$ cat src/rtl/uart_tx_arbiter.sv
// ---------------------------------------------------------------------------
// uart_tx_arbiter
//
// Shares one UART transmitter between NREQ byte-producing requesters.
// Requesters are served round-robin, one byte per grant. The arbiter loads
// the winning byte into the transmitter and then follows tx_empty: first it
// waits for the transmitter to go busy, then for it to become free again.
// If the transmitter never goes busy after a load, a watchdog abandons the
// byte after TIMEOUT cycles and pulses timeout_err.
//
// Build option:
//   UART_ARB_LOCK_EN  When defined, the requester served last is granted
//                     again ahead of rotation while it keeps req high. A
//                     multi-byte message is then sent back to back. When
//                     undefined, the arbiter is pure round-robin per byte.
//
// Parameters:
//   NREQ     number of requesters (2..8)
//   IDW      width of the grant index, at least clog2(NREQ)
//   TIMEOUT  cycles allowed for tx_empty to fall after a load
//
// Ports:
//   clk          system clock
//   reset        asynchronous active-low reset
//   req          per-requester byte-pending level, held until ack
//   req_data     flattened request bytes, requester i at [8i+7:8i]
//   ack          one-cycle pulse, byte of requester i accepted
//   tx_data      byte presented to the transmitter
//   ld_tx_data   one-cycle load strobe to the transmitter
//   tx_enable    transmitter enable, high from the first edge after reset
//   tx_empty     transmitter holding register empty (high = free)
//   busy         arbiter owns the transmitter
//   grant_id     index of the current or last granted requester
//   timeout_err  one-cycle pulse when the watchdog expires
// ---------------------------------------------------------------------------
module uart_tx_arbiter #(
    parameter int NREQ    = 4,
    parameter int IDW     = 2,
    parameter int TIMEOUT = 64
) (
    input  logic                clk,
    input  logic                reset,
    input  logic [NREQ-1:0]     req,
    input  logic [NREQ*8-1:0]   req_data,
    output logic [NREQ-1:0]     ack,
    output logic [7:0]          tx_data,
    output logic                ld_tx_data,
    output logic                tx_enable,
    input  logic                tx_empty,
    output logic                busy,
    output logic [IDW-1:0]      grant_id,
    output logic                timeout_err
);

    localparam int             WDW       = $clog2(TIMEOUT) + 1;
    localparam logic [WDW-1:0] WDOG_LAST = WDW'(TIMEOUT - 1);
    localparam logic [IDW-1:0] LAST_INIT = IDW'(NREQ - 1);

    typedef enum logic [1:0] {
        IDLE,
        WAIT_BUSY,
        WAIT_EMPTY
    } state_t;

    state_t         state;
    logic [IDW-1:0] last;
    logic [WDW-1:0] wdog;

    logic [IDW-1:0] winner;
    logic [IDW-1:0] cand;
    logic           found;
    logic [7:0]     win_byte;

    // Pick the next requester to serve. The scan starts one past the last
    // granted index and wraps modulo NREQ, so the requester that was just
    // served always ends up with the lowest priority. Taking the first hit
    // of an ascending scan keeps the rotation strict. With the lock option,
    // a requester that still holds req after its grant keeps the
    // transmitter and the rotation is bypassed.
    always_comb begin
        winner = '0;
        cand   = '0;
        found  = 1'b0;
        for (int k = 1; k <= NREQ; k++) begin
            cand = IDW'((int'(last) + k) % NREQ);
            if (!found && req[cand]) begin
                winner = cand;
                found  = 1'b1;
            end
        end
`ifdef UART_ARB_LOCK_EN
        if (req[last]) begin
            winner = last;
            found  = 1'b1;
        end
`endif
    end

    // Select the winner's byte from the flattened data bus. A loop over
    // constant slices avoids a variable part-select on the wide bus.
    always_comb begin
        win_byte = '0;
        for (int i = 0; i < NREQ; i++) begin
            if (winner == IDW'(i)) begin
                win_byte = req_data[8*i +: 8];
            end
        end
    end

    // Main sequencer. All outputs are registered here.
    //
    // The strobes (ack, ld_tx_data, timeout_err) default to zero every
    // cycle, so each one is a single-cycle pulse.
    //
    // IDLE grants only when the transmitter reports empty. The grant loads
    // the byte, acks the requester, moves the rotation pointer and clears
    // the watchdog.
    //
    // WAIT_BUSY waits for the transmitter to take the byte (tx_empty low).
    // If that never happens within TIMEOUT cycles of the load, the byte is
    // dropped. It was already acked, so it is not retried.
    //
    // WAIT_EMPTY waits for the frame to finish. Returning through IDLE
    // before the next grant guarantees at least one idle cycle between
    // loads.
    always_ff @(posedge clk or negedge reset) begin
        if (!reset) begin
            state       <= IDLE;
            last        <= LAST_INIT;
            wdog        <= '0;
            ack         <= '0;
            tx_data     <= '0;
            ld_tx_data  <= 1'b0;
            tx_enable   <= 1'b0;
            busy        <= 1'b0;
            grant_id    <= '0;
            timeout_err <= 1'b0;
        end else begin
            tx_enable   <= 1'b1;
            ack         <= '0;
            ld_tx_data  <= 1'b0;
            timeout_err <= 1'b0;
            case (state)
                IDLE: begin
                    if (found && tx_empty) begin
                        tx_data     <= win_byte;
                        ld_tx_data  <= 1'b1;
                        ack[winner] <= 1'b1;
                        grant_id    <= winner;
                        last        <= winner;
                        wdog        <= '0;
                        busy        <= 1'b1;
                        state       <= WAIT_BUSY;
                    end
                end
                WAIT_BUSY: begin
                    if (!tx_empty) begin
                        state <= WAIT_EMPTY;
                    end else if (wdog == WDOG_LAST) begin
                        timeout_err <= 1'b1;
                        busy        <= 1'b0;
                        state       <= IDLE;
                    end else begin
                        wdog <= wdog + WDW'(1);
                    end
                end
                WAIT_EMPTY: begin
                    if (tx_empty) begin
                        busy  <= 1'b0;
                        state <= IDLE;
                    end
                end
                default: begin
                    busy  <= 1'b0;
                    state <= IDLE;
                end
            endcase
        end
    end

endmodule
$ cat config.mk
export PLATFORM = sky130hd
export DESIGN_NAME = uart_tx_arbiter
export DESIGN_NICKNAME = d
export VERILOG_FILES = /design/src/rtl/uart_tx_arbiter.sv
export SDC_FILE = /design/constraint.sdc
export NUM_CORES = 1
export LEC_CHECK = 0
export ABC_AREA = 1
export CAP_MARGIN = 40
export CORE_ASPECT_RATIO = 0.75
export CORE_UTILIZATION = 30
export CTS_CLUSTER_DIAMETER = 30
export CTS_CLUSTER_SIZE = 25
export DETAILED_ROUTE_END_ITERATION = 10
export PLACE_DENSITY = 0.64
export SLEW_MARGIN = 20
export SYNTH_ARGS = -nofsm -noshare
export SYNTH_HDL_FRONTEND = slang
export SYNTH_SLANG_ARGS = --single-unit
$ cat constraint.sdc
create_clock -name clk -period 2.4 [get_ports clk]
set_input_delay 0.48 -clock clk [delete_from_list [all_inputs] [get_ports clk]]
set_output_delay 0.48 -clock clk [all_outputs]
set_load 0.02 [all_outputs]
Word level (Yosys, flattened, before mapping)
Index checks and enable logic that the tools add are counted.
Widths: inputs -> output; s select.

cells by class
  mux-type cells = 43
  $lt $le $gt $ge = 6
  reductions and logical operators = 15
  add/sub/neg operators = 5
  equal/unequal tests = 12

operators by type and width
  operator             number
  $mux 8               4
  $mux 7               3
  $mux 1               18
  $mux 2               8
  $lt 2x3->1 const B   5
  $pmux 7 s2           1
  $ne 2x2->1 const B   5
  $bmux 1 s2           4
  $mux 4               2
  $reduce_and 4->1     2
  $add 7x1->7 const B  1
  $eq 7x6->1 const B   1
  $eq 2x2->1 const B   3
  $pmux 2 s3           1
  $logic_and 1x1->1    5
  $add 2x1->2 const B  2
  $add 2x2->2 const B  2
  $eq 2x1->1 const B   2
  $logic_not 2->1      2
  $logic_not 1->1      3
  $ne 3x3->1 const B   1
  $pmux 1 s3           1
  $reduce_and 3->1     1
  $demux 1 s2          1
  3 further kinds      3

word-level totals
  register bits after elaboration = 29
  input port bits = 39

Depth between registers and ports, before layout
Gate-level depths: netlist (run 1).

  depth in word-level cells = 19
  depth in mapped cells = 15
  depth with buffers taken out = 15

Least setup slack after synthesis (run 1)
Ideal clock, no wire load.

  path kind = register to register
  start = reg last[0]
  end = reg tx_data[0]
  arrival = 1790 ps
  cell stages (with the launch flop) = 15
  period minus slack after synthesis = 1906 ps
  library setup time = 116 ps
  setup slack = 494 ps
  buffers on the path = 1
  required time = 2284 ps
  path through = dfstp_2 > inv_2 > nand2_1 > nand2_1 > nand2_1 > nand2_4 > nor2_8 > nand3_4 > nand3_4 > nand2_4 > buf_12 > nand3_2 > nand3_1 > nor2_1 > nor2_2

between the ends
  longest elaborated chain between the ends = 18
  elaborated cells on any way between the ends = 36

ends and longest elaborated chain
  element                       RTL line  source
  start: declaration            66        logic [IDW-1:0] last;
  start signal: assignment      150       last <= winner;
  $add 2x1->2                   85        cand = IDW'((int'(last) + k) % NREQ);
  $bmux 1 s2                    86        if (!found && req[cand]) begin
  $mux 1 (not written as such)  86
  $mux 1                        86
  $logic_not 1->1               86
  $logic_and 1x1->1             86
  $mux 1                        86
  $logic_not 1->1               86
  $logic_and 1x1->1             86
  $mux 1                        86
  $logic_not 1->1               86
  $logic_and 1x1->1             86
  $mux 2                        86
  $logic_not 2->1               104       if (winner == IDW'(i)) begin
  $mux 8 (4 in a row)           104
  end signal: assignment        146       tx_data <= win_byte;
  end: declaration              46        output logic [7:0] tx_data,

Several ways; a longest one is shown, not always the timed one. The select of a mux whose other input is x is not followed.
A chain may end at the register's enable or synchronous reset.

Worst setup path in the final report (run 1)
  start = reg last[0]
  end = reg tx_data[5]

The elaborated chain is that of the path after synthesis.

==> results.json, run 1 <==
{
  "hold_viol": 0,
  "detail_route.wl_per_cell_um": 12.2,
  "setup_viol_count_final": 0,
  "p_leak_nw": 1.22,
  "post-cts-setup-buffer-count": 0,
  "ctsResizeCount": 0,
  "grt_max_degree": 30,
  "synth_top_area_share_pct": 35.3,
  "yosys_warnings": 0,
  "max_freq_ghz": 0.459,
  "chipWidth_um": 94.2,
  "synthTopCellsByArea": "dfrtp_1 35%, nand2_1 12%, nand3_1 5.8%",
  "finalPower_mw": 3.97,
  "placed_area_mm2": 0.00253,
  "die_h_um": 71.2,
  "coreArea_mm2": 0.00598,
  "synth_fp_nets": 275,
  "synth_area_leader_cell": "dfrtp_1",
  "syn_area_per_cell_um2": 8.14,
  "gp_congestion": 0.839,
  "post-place-ws_ns": -0.0140,
  "design_area_mm2": 0.00263,
  "ys_seq_area_share_pct": 38.1,
  "ir_worst_vdd_mv": 0.617,
  "numCtsBuffers": 5,
  "hp-class": "flip-flop to flip-flop",
  "maxCapViolCount": 0,
  "drt_wl_total_um": 4600,
  "totalNegativeSetupSlack_ns": 0,
  "cp-start-kind": "flip-flop",
  "htreeDepth": 2,
  "period_minus_slack_ns": 2.18,
  "gr-usage-all-layers_pct": 14.7,
  "ys_ff_latch": 29,
  "cts_root_buf": "clkbuf_8",
  "vias": 1732,
  "dr.pass1.iters": 4,
  "cp.arrival_ns": 2.35,
  "antenna_cells": 0,
  "clock_path_buffers": 2,
  "async_flop_share_pct": 100,
  "antenna_found_initial": 0,
  "gr-total-overflow": 0,
  "synth.distinct_cells": 38,
  "worstPathRequired_ns": 2.57,
  "synth_cells": 235,
  "dieArea_mm2": 0.00670,
  "route.detailed.drc": 0,
  "ys.flop_type": "dfrtp_1",
  "skew_ns": 0.00416,
  "synth_edf_count": 0,
  "via_per_inst": 4.59,
  "grt_pass1_wl_um": 7610,
  "dp_hpwl_um": 3470,
  "hold-worst-slack_ns": 0.494,
  "numClockSinks": 29,
  "io_pins": 57,
  "drt_iter0_drc": 54,
  "postCtsHoldBufs": 0,
  "path_max_fanout": 12,
  "clock_latency_ns": 0.28,
  "final_cells": 377,
  "nets": 338,
  "area_growth_pct": 37.7,
  "layout_setup_ws_ns": 0.222,
  "dpl.cell_count": 369,
  "ant_nets": 0,
  "grt_pass1_vias": 1654,
  "worst-setup-path-type": "flip-flop to flip-flop",
  "end_kind": "flip-flop",
  "status": "complete, no violations",
  "start_util_pct": 32.0,
  "min_period_over_period_pct": 90.8,
  "drive_gt1_share_pct": 20.1,
  "cts_tree": "done",
  "port_buffers": 56,
  "cts.clk_slew.worst_paths_ns": 0.06,
  "syn_area_mm2": 0.00191,
  "rsz0062_at_grt": "false",
  "powerDensity_mw_per_mm2": 1510,
  "utilization_pct": 44.1,
  "core.rowCount": 24,
  "finalMaxSlewViolations": 0
}
==> layout by cell type (no fill, tap or decap), drive strengths merged, types with 7 or more instances in the layout <==
cell	Yosys	final
nand3	31	31
inv	21	21
clkbuf	1	7
dfrtp	27	27
nand2	75	75
or2	7	7
clkdlybuf4s50	0	56
nor2	29	29
nand4	10	10
==> Yosys cell counts, types with 2 or more instances <==
| master | number |
|---|---|
| a21oi_1 | 3 |
| buf_12 | 2 |
| buf_6 | 2 |
| clkinv_1 | 4 |
| dfrtp_1 | 27 |
| dfstp_2 | 2 |
| inv_1 | 16 |
| inv_2 | 4 |
| nand2_1 | 62 |
| nand2_2 | 5 |
| nand2_4 | 8 |
| nand3_1 | 22 |
| nand3_2 | 7 |
| nand3_4 | 2 |
| nand3b_1 | 2 |
| nand4_1 | 9 |
| nor2_1 | 21 |
| nor2_2 | 6 |
| nor3_1 | 3 |
| o21ai_0 | 4 |
| or2_1 | 2 |
| or2_2 | 5 |
| xor2_1 | 2 |
==> layer usage <==
| metal | track usage [%] | vias to the layer above | part of all wire, % |
|---|---|---|---|
| met5 | 0 | - | 0 |
| met4 | 4.62 | 0 | 1.2 |
| met3 | 3.55 | 8 | 5.6 |
| met2 | 22.5 | 51 | 45 |
| met1 | 20.3 | 796 | 48 |
| li1 | - | 877 | - |
==> logic make-up after synthesis <==
logic type / synth area share [%]
AND/OR/NAND/NOR: 45.7
adder cells (fa/ha/maj): 0.654
XOR/XNOR: 0.916
flip-flops: 38.1
AO/OA/AOI/OAI: 4.58
other: 0.196
buffers and inverters: 9.88
==> worst max-delay path: stages (launching register included) <==
cell	delay, ns
dfstp_2	0.60
inv_2	0.11
nand2_1	0.09
nand2_1	0.07
nand2_1	0.13
nand2_4	0.08
nor2_8	0.15
nand3_4	0.09
nand2_2	0.09
nand2_4	0.12
buf_4	0.20
nand3_1	0.08
nand3_1	0.11
nor2_1	0.10
nor2_1	0.04
==> registers in the layout, summed over array words and instances (netlist names), 2 cells and up <==
| signal | cells |
|---|---|
| ack | 4 |
| tx_data | 8 |
| last | 2 |
| state | 2 |
| wdog | 7 |
| grant_id | 2 |
==> cell type report <==
class / instances / area (µm²)
flip-flops and latches: 29 / 728
clock inverters: 1 / 5.00
fillers: 588 / 3340
multi-input cells: 174 / 996
well taps: 78 / 97.6
inverters: 26 / 105
clock buffers: 7 / 96.3
repair buffers: 62 / 606
==> path summary, 6_finish.rpt <==
| kind | start | to | slack, ns | depth (start not counted) |
|---|---|---|---|---|
| min in group asynchronous | reset | timeout_err$_DFF_PN0_ | 0.59 | 2 |
| setup / recovery | last[0]$_DFFE_PN1P_ | tx_data[5]$_DFFE_PN0P_ | 0.22 | 14 |
| max in group asynchronous | reset | last[1]$_DFFE_PN1P_ | 1.49 | 2 |
| setup reg to reg | last[0]$_DFFE_PN1P_ | tx_data[5]$_DFFE_PN0P_ | 0.22 | 14 |
| hold reg to reg | busy$_DFFE_PN0P_ | busy$_DFFE_PN0P_ | 0.49 | 2 |
| hold / removal | busy$_DFFE_PN0P_ | busy$_DFFE_PN0P_ | 0.49 | 2 |
==> where the power goes <==
group          internal (mW)  switching [mW]  total, mW  leakage [nW]
registers              0.686           0.130      0.816         0.364
logic                   1.01            1.70       2.71         0.805
clock network          0.259           0.184      0.443        0.0542
total                   1.96            2.01       3.97          1.22
No activity file was read; power rests on OpenSTA's default activity.
==> inputs of run 2 (changes only) <==
CAP_MARGIN = 15   (was 40)
==> results of run 2 <==
Same layout as run 1: the final DEF is identical, and so are final timing and power.
